===== src/rtl/credit_pkg.sv =====
// ============================================================================
// Module : credit_pkg
// Brief  : Shared types and helpers for the credit-based link transmitter.
// Rev    : 1.0
// ============================================================================
`default_nettype none

package credit_pkg;

    typedef enum logic [1:0] {
        RUN     = 2'd0,
        FLUSH   = 2'd1,
        QUIESCE = 2'd2
    } credit_state_e;

    // Width needed to hold every value from 0 up to and including credits.
    function automatic int cnt_w(input int credits);
        return $clog2(credits + 1);
    endfunction

endpackage

`default_nettype wire


===== src/rtl/credit_counter.sv =====
// ============================================================================
// Module : credit_counter
// Brief  : Saturating up/down counter, reset/loaded to MAX; load wins.
// Rev    : 1.0
// ============================================================================
`default_nettype none

module credit_counter
    import credit_pkg::*;
#(
    parameter int MAX = 4,
    parameter int W   = cnt_w(MAX)
) (
    input  logic         clk,
    input  logic         rst_n,
    input  logic         inc,
    input  logic         dec,
    input  logic         load,
    output logic [W-1:0] count,
    output logic         ovf
);

    localparam logic [W-1:0] C_MAX = W'(MAX);

    logic [W-1:0] r_count;

    always_ff @(posedge clk or negedge rst_n) begin
        if (!rst_n) begin
            r_count <= C_MAX;
        end else if (load) begin
            r_count <= C_MAX;
        end else if (inc && !dec && (r_count != C_MAX)) begin
            r_count <= r_count + 1'b1;
        end else if (dec && !inc && (r_count != '0)) begin
            r_count <= r_count - 1'b1;
        end
    end

    // A lone increment at the ceiling is a protocol violation by the far end.
    assign ovf   = inc && !dec && !load && (r_count == C_MAX);
    assign count = r_count;

endmodule

`default_nettype wire


===== src/rtl/credit_tx.sv =====
// ============================================================================
// Module : credit_tx
// Brief  : Credit-based transmitter onto a valid-only remote FIFO link,
//          including the remote flush and credit resynchronisation sequence.
// Rev    : 1.0
// ============================================================================
`default_nettype none

module credit_tx
    import credit_pkg::*;
#(
    parameter  int DATA_W  = 32,
    parameter  int CREDITS = 4,
    parameter  int RET_LAT = 2,
    localparam int CNT_W   = cnt_w(CREDITS)
) (
    input  logic              clk,
    input  logic              rst_n,
    input  logic [DATA_W-1:0] in_data,
    input  logic              in_valid,
    output logic              in_ready,
    output logic [DATA_W-1:0] tx_data,
    output logic              tx_valid,
    output logic              tx_flush,
    input  logic              credit_ret,
    input  logic              flush_req,
    output logic [CNT_W-1:0]  credits,
    output logic              idle,
    output logic              err_ovf
);

    localparam int             C_QW      = (RET_LAT > 1) ? $clog2(RET_LAT) : 1;
    localparam logic [C_QW-1:0] C_QLOAD  = (RET_LAT > 0) ? C_QW'(RET_LAT - 1) : '0;
    localparam logic [CNT_W-1:0] C_FULL  = CNT_W'(CREDITS);

    credit_state_e     r_state;
    logic [C_QW-1:0]   r_qcnt;
    logic [DATA_W-1:0] r_tx_data;
    logic              r_tx_valid;
    logic              r_tx_flush;
    logic              r_err_ovf;

    logic [CNT_W-1:0]  w_count;
    logic              w_ovf;
    logic              w_in_ready;
    logic              w_accept;
    logic              w_inc;
    logic              w_load;

    assign w_in_ready = (r_state == RUN) && (w_count != '0);
    assign w_accept   = in_valid && w_in_ready;
    // Returns arriving outside RUN belong to entries the flush already discarded.
    assign w_inc      = credit_ret && (r_state == RUN);
    assign w_load     = (r_state == FLUSH);

    credit_counter #(
        .MAX (CREDITS),
        .W   (CNT_W)
    ) u_credit_counter (
        .clk   (clk),
        .rst_n (rst_n),
        .inc   (w_inc),
        .dec   (w_accept),
        .load  (w_load),
        .count (w_count),
        .ovf   (w_ovf)
    );

    always_ff @(posedge clk or negedge rst_n) begin
        if (!rst_n) begin
            r_state    <= RUN;
            r_qcnt     <= '0;
            r_tx_data  <= '0;
            r_tx_valid <= 1'b0;
            r_tx_flush <= 1'b0;
            r_err_ovf  <= 1'b0;
        end else begin
            r_tx_valid <= w_accept;
            r_tx_flush <= (r_state == FLUSH);
            r_err_ovf  <= r_err_ovf | w_ovf;
            if (w_accept) begin
                r_tx_data <= in_data;
            end

            // The flush strobe lags FLUSH by a cycle so a beat accepted on the
            // request cycle reaches the link before the remote FIFO is cleared.
            case (r_state)
                RUN: begin
                    if (flush_req) begin
                        r_state <= FLUSH;
                    end
                end
                FLUSH: begin
                    if (RET_LAT > 0) begin
                        r_state <= QUIESCE;
                        r_qcnt  <= C_QLOAD;
                    end else begin
                        r_state <= RUN;
                    end
                end
                QUIESCE: begin
                    if (r_qcnt == '0) begin
                        r_state <= RUN;
                    end else begin
                        r_qcnt <= r_qcnt - 1'b1;
                    end
                end
                default: begin
                    r_state <= RUN;
                end
            endcase
        end
    end

    assign in_ready = w_in_ready;
    assign tx_data  = r_tx_data;
    assign tx_valid = r_tx_valid;
    assign tx_flush = r_tx_flush;
    assign credits  = w_count;
    assign idle     = (w_count == C_FULL) && (r_state == RUN);
    assign err_ovf  = r_err_ovf;

endmodule

`default_nettype wire

===== config.mk =====
export PLATFORM = sky130hd
export DESIGN_NAME = credit_tx
export DESIGN_NICKNAME = d
export VERILOG_FILES = /design/src/rtl/credit_pkg.sv /design/src/rtl/credit_counter.sv /design/src/rtl/credit_tx.sv
export SDC_FILE = /design/constraint.sdc
export NUM_CORES = 1
export LEC_CHECK = 0
export CAP_MARGIN = 20
export CORE_MARGIN = 2
export CORE_UTILIZATION = 44
export CTS_BUF_LIST = sky130_fd_sc_hd__clkbuf_2 sky130_fd_sc_hd__clkbuf_4 sky130_fd_sc_hd__clkbuf_8
export CTS_CLUSTER_SIZE = 10
export DETAILED_ROUTE_END_ITERATION = 7
export MAX_ROUTING_LAYER = met4
export PLACE_DENSITY = 0.83
export SETUP_SLACK_MARGIN = 0.2
export SYNTH_ARGS = -nofsm -noshare
export SYNTH_HDL_FRONTEND = slang
export SYNTH_SLANG_ARGS = --single-unit

===== constraint.sdc =====
create_clock -name clk -period 2.2 [get_ports clk]
set_clock_uncertainty 0.05 [all_clocks]
set_input_delay 0.33 -clock clk [delete_from_list [all_inputs] [get_ports clk]]
set_output_delay 0.33 -clock clk [all_outputs]
set_load 0.02 [all_outputs]

==> impl_metrics.json, run 1 <==
{
  "track_usage_pct": 18.8,
  "grt_pass1_wl_um": 6350,
  "htree_num_levels": 2,
  "root_buffer": "clkbuf_8",
  "endpoint_kind": "flip-flop",
  "worst-slew-pin-transition_ns": 0.282,
  "hpwl_um": 3020,
  "clock_latency_ns": 0.28,
  "synth_area_leaders": "dfrtp_1, nand2_1, ha_1",
  "synth-main-ff-cell": "dfrtp_1",
  "nets": 328,
  "ys_seq_area_share_pct": 56.8,
  "n_fill_cell": 316,
  "overflow": 0,
  "synth_common_cells": "nand2_1, dfrtp_1, buf_2",
  "timing.fmax_mhz": 521,
  "cts_tree": "built",
  "routed_wl_um": 4130,
  "num_antenna_cells": 0,
  "avgSynthCellArea_um2": 9.22,
  "r2r_end": "u_credit_counter.count[1]$_DFFE_PN0P_",
  "clk_pin_slew_worst_paths_ns": 0.07,
  "start_util_pct": 45.5,
  "setup_violations": 0,
  "drt_iter0_markers": 136,
  "yosysMostFrequentCell": "nand2_1",
  "place_congestion": 0.871,
  "syn2layout_area_growth_pct": 55.8,
  "crit_fanout": 7,
  "die-height_um": 68.1,
  "rsz0062_at_grt": "yes",
  "p_leak_nw": 1.39,
  "ys_ff_latch": 41,
  "port_buffers": 76,
  "fin_crit_sh_pct": 87.3,
  "crit_buf_inv": 1,
  "cp_slowest_cell": "dfstp_2",
  "fp.dieW_um": 68.1,
  "hold_viol_final": 0,
  "synth_edf_count": 0,
  "place_area_um2": 2640,
  "drc_errors": 0,
  "antenna_left": 0,
  "cpLargestDelayFamily": "flip-flops",
  "slew_viol_final": 0,
  "synth.distinct_cells": 32,
  "synth_fp_nets": 238,
  "worstReg2RegStart": "u_credit_counter.count[2]$_DFFE_PN1P_",
  "hp-class": "input pin to asynchronous set/reset pin",
  "synthArstFlopShare_pct": 100,
  "avgRoutedWirePerCell_um": 12.3,
  "dr_total_vias": 1588,
  "crit_type": "flip-flop to flip-flop",
  "min_period_ns": 1.92,
  "worst_r2r_path_depth": 7,
  "yosys_warnings": 0,
  "pin_count": 77,
  "syn_inst": 196,
  "num_rows": 23,
  "p_per_area_nw_per_um2": 1440,
  "drv_cap": 0,
  "drive_gt1_share_pct": 12.2,
  "path_depth": 7,
  "grt_pass1_vias": 1454,
  "arrival_ns": 2.03,
  "core-area_um2": 3970,
  "die_area_um2": 4640,
  "numCtsBuffers": 5,
  "fin_setup_tns_ns": 0,
  "clock_sink_count": 41,
  "yosysTopAreaCell": "dfrtp_1",
  "drt-vias-per-instance": 4.71,
  "ff2ff_setup_slack_ns": 0.28,
  "ctsLongestPathBuffers": 2,
  "drt-pass1-iter-count": 6,
  "critical_path_required_ns": 2.31,
  "vdd_drop_max_mv": 0.774,
  "design_area_um2": 2820,
  "startpoint_type": "flip-flop",
  "crit_chain": "nor3b_2 > buf_4 > a21oi_2 > nand3_1 > fa_1 > a32oi_1 > nor2_1",
  "slowest_delay_ns": 0.59,
  "grt_max_degree": 22,
  "syn_area_um2": 1810,
  "netlist.area_leader.share_pct": 55.4,
  "status": "finished clean",
  "antenna_found_initial": 0,
  "slew_headroom_pct": 81.2
}
worst max-delay path by stage:
stage                                          start                                    end
6_report       u_credit_counter.count[2]$_DFFE_PN1P_  u_credit_counter.count[1]$_DFFE_PN0P_
5_1_grt        u_credit_counter.count[2]$_DFFE_PN1P_  u_credit_counter.count[1]$_DFFE_PN0P_
4_1_cts        u_credit_counter.count[1]$_DFFE_PN0P_  u_credit_counter.count[2]$_DFFE_PN1P_
3_5_place_dp                                in_valid  u_credit_counter.count[2]$_DFFE_PN1P_
3_3_place_gp                                in_valid  u_credit_counter.count[1]$_DFFE_PN0P_
2_1_floorplan  u_credit_counter.count[1]$_DFFE_PN0P_  u_credit_counter.count[2]$_DFFE_PN1P_
cell families (layout without fill, tap and decap cells):
| family | count (synthesis) | after routing | share of synthesized area, % |
|---|---|---|---|
| AOI/OAI and AO/OA | 18 | 18 | 6.57 |
| xor gates and xnor gates | 3 | 3 | 1.45 |
| adders and majority gates | 5 | 5 | 3.88 |
| buffers and inverters | 15 | 106 | 4.43 |
| DFF | 41 | 41 | 56.8 |
| muxes | 1 | 1 | 0.554 |
| and+or+nand+nor | 113 | 113 | 26.3 |
worst register-to-register path, stage by stage, from the launching register on:
cell and delay [ns]:
dfstp_2 0.59, nor3b_2 0.20, buf_4 0.15, a21oi_2 0.04, nand3_1 0.10, fa_1 0.43
a32oi_1 0.19, nor2_1 0.06
cell type report:
| cell class | count | area (um^2) | area share (%) |
|---|---|---|---|
| clock buffer | 7 | 90.1 | 3.20 |
| clock inverter | 1 | 30.0 | 1.07 |
| inverter | 6 | 22.5 | 0.799 |
| multi-input combinational | 140 | 703 | 25.0 |
| sequential | 41 | 1030 | 36.5 |
| tap | 50 | 62.6 | 2.22 |
| timing repair buffer | 92 | 880 | 31.2 |
cells in the final DEF, fill, tap and decap left out, types with 2 or more instances in the layout:
master	Yosys	final
ha_1	4	3
clkdlybuf4s50_1	0	73
a21oi_1	3	3
dlygate4sd2_1	0	2
dfrtp_1	40	38
nor2_1	2	2
buf_4	0	14
o21ai_0	4	4
nor2b_1	2	2
nand2_1	100	100
dfrtp_2	0	2
clkbuf_8	0	6
xor2_1	2	2
a31oi_1	4	4
nor3_1	2	2
inv_1	5	5
stage by stage:
step / worst slack [ns] / hold WS [ns] / total power, W / utilization (%) / instances
floorplan: 0.314 / -0.0156 / 0.00246 / - / 196
global placement: 0.303 / 0.138 / 0.00336 / 66.4 / 322
detailed placement: 0.258 / 0.139 / 0.00342 / 66.4 / 322
CTS: 0.240 / 0.377 / 0.00403 / 69.6 / 331
global route: 0.191 / 0.386 / 0.00435 / 71.0 / 337
finish: 0.280 / 0.376 / 0.00406 / 71.0 / 337
flip-flops by register name, summed over array words and instances, names as in the netlist:
name / count
r_qcnt: 1
u_credit_counter.count: 3
err_ovf: 1
tx_valid: 1
tx_data: 32
r_state: 2
tx_flush: 1
layer usage:
metal  GRT usage [%]  up-vias  share of wire, %
li1                -      796                 -
met1            22.5      740                42
met2            31.6       50                50
met3            4.77        2               7.2
met4            5.25        0              0.39
met5               -        -                 0
power breakdown:
| part | switching (W) | internal (W) | leakage (nW) |
|---|---|---|---|
| registers | 0.000190 | 0.00110 | 0.503 |
| clock network | 0.000234 | 0.000382 | 0.0619 |
| logic | 0.00114 | 0.00101 | 0.823 |
what timing repair did:
item,4_1_cts,5_1_grt
endpoints found under the hold margin,8,0
resized for setup,2,4
hold buffers,1,0
setup endpoints to repair,2,2
setup buffers,0,6
Power figures use the tool's default switching activity.
==> run 2: changes to the inputs <==
--- a/config.mk
+++ b/config.mk
@@ -13,6 +13,7 @@
 export DETAILED_ROUTE_END_ITERATION = 7
 export MAX_ROUTING_LAYER = met4
 export PLACE_DENSITY = 0.83
+export REMOVE_ABC_BUFFERS = 1
 export SETUP_SLACK_MARGIN = 0.2
 export SYNTH_ARGS = -nofsm -noshare
 export SYNTH_HDL_FRONTEND = slang
==> run 2 against run 1 <==
Effect of this change:
- first-iteration DRC count is 0.74% higher
- sequential share of layout area down 0.35 points
- power up 0.42%
- critical path type unchanged
==> impl_metrics.json, run 2 (synthesis results as in run 1) <==
{
  "fin_worst_hold_slack_ns": 0.428,
  "crit_type": "flip-flop to flip-flop",
  "worst-slew-pin-transition_ns": 0.535,
  "grt_pass1_wl_um": 6710,
  "grt_max_degree": 33,
  "numCtsBuffers": 5,
  "fp.dieW_um": 68.1,
  "slew_viol_final": 0,
  "clock_sink_count": 41,
  "endpoint_kind": "flip-flop",
  "stdcell_count": 338,
  "timing.fmax_mhz": 509,
  "p_leak_nw": 1.39,
  "drive_gt1_share_pct": 13.5,
  "place_area_um2": 2640,
  "arrival_ns": 2.09,
  "critical_path_required_ns": 2.32,
  "core-area_um2": 3970,
  "drt-pass1-iter-count": 4,
  "pre_cts_ws_ns": 0.241,
  "setup_ws_ns": 0.236,
  "pin_count": 77,
  "drc_errors": 0,
  "status": "finished clean",
  "port_buffers": 76,
  "root_buffer": "clkbuf_8",
  "antenna_found_initial": 0,
  "num_rows": 23,
  "grt_pass1_vias": 1475,
  "dr_total_vias": 1648,
  "fin_crit_sh_pct": 89.3,
  "crit_fanout": 8,
  "hold_viol_final": 0,
  "track_usage_pct": 20.1,
  "layout.cells.most_common": "nand2_1",
  "die_area_um2": 4640,
  "min_period_ns": 1.96,
  "rsz0062_at_grt": "no",
  "avgRoutedWirePerCell_um": 13.2,
  "drt-vias-per-instance": 4.88,
  "vdd_drop_max_mv": 0.773,
  "drv_cap": 0,
  "overflow": 0,
  "die-height_um": 68.1,
  "fin_setup_tns_ns": 0,
  "hpwl_um": 3030,
  "setup_violations": 0,
  "largest_reg_flops": 32,
  "start_util_pct": 45.5,
  "nets": 329,
  "slew_headroom_pct": 64.3,
  "startpoint_type": "flip-flop",
  "dp.cells": 322,
  "final_cell_mix": "nand2_1, clkdlybuf4s50_1, dfrtp_1",
  "p_per_area_nw_per_um2": 1430,
  "clock_latency_ns": 0.29,
  "hp-class": "flip-flop to flip-flop",
  "syn2layout_area_growth_pct": 57.4,
  "clk_pin_slew_worst_paths_ns": 0.08,
  "ctsLongestPathBuffers": 2,
  "cts_tree": "built",
  "htree_num_levels": 2,
  "drt_iter0_markers": 137,
  "num_antenna_cells": 0,
  "antenna_left": 0,
  "place_congestion": 0.918,
  "design_area_um2": 2850,
  "routed_wl_um": 4460
}
-- run 2: cell count changes in the layout (fill, tap and decap cells not counted), sizes merged --
cell / change
buf: +1
clkbuf: -1
bufinv: -1
clkinv: +2
-- run 2: final timing paths --
path | startpoint | end | slack [ns] | cells past startpoint
setup / recovery | u_credit_counter.count[0]$_DFFE_PN0P_ | u_credit_counter.count[1]$_DFFE_PN0P_ | 0.24 | 6
hold / removal | tx_data[17]$_DFFE_PN0P_ | tx_data[17]$_DFFE_PN0P_ | 0.43 | 2
setup reg to reg | u_credit_counter.count[0]$_DFFE_PN0P_ | u_credit_counter.count[1]$_DFFE_PN0P_ | 0.24 | 6
hold reg to reg | tx_data[17]$_DFFE_PN0P_ | tx_data[17]$_DFFE_PN0P_ | 0.43 | 2
max in group asynchronous | rst_n | tx_data[18]$_DFFE_PN0P_ | 1.05 | 3
min in group asynchronous | rst_n | tx_data[7]$_DFFE_PN0P_ | 0.51 | 2
-- run 2: power breakdown --
part	internal, W	total, W	switching [W]
registers	0.00110	0.00129	0.000195
logic	0.00107	0.00227	0.00120
clock network	0.000254	0.000510	0.000256
total	0.00243	0.00407	0.00165
-- run 2: layout make-up --
type	count	area [um^2]
fillers	308	1130
flip-flops and latches	41	1030
repair buffers	93	900
multi-input cells	140	734
clock buffers	6	82.6
well taps	50	62.6
inverters	6	22.5
clock inverters	2	13.8
-- run 2: what timing repair did --
action | in CTS | in global routing
hold endpoints to repair | 21 | 0
cloned | 0 | 0
setup buffers | 0 | 7
hold buffers | 1 | 0
pin swaps | 0 | 4
resized for setup | 3 | 9
setup endpoints to repair | 2 | 3
-- run 2: through the flow --
step                      utilization, %  power [W]
after global routing                71.6    0.00435
after CTS                           69.1    0.00393
after global placement              66.4    0.00336
final                               71.6    0.00407
after detailed placement            66.4    0.00342
after floorplan                        -    0.00239
-- run 2: critical path, stage by stage (launching register included) --
cell,delay [ns]
dfrtp_2,0.48
or2_4,0.29
a21oi_4,0.14
nand3_2,0.10
fa_1,0.47
a32oi_1,0.25
nor2_1,0.07
-- run 2: per-layer routing --
metal | track usage [%] | routed length, um | vias to the layer above
li1 | - | - | 798
met1 | 25.5 | 1860 | 770
met2 | 30.7 | 2200 | 69
met3 | 5.10 | 307 | 11
met4 | 8.25 | 87 | 0
met5 | - | 0 | -
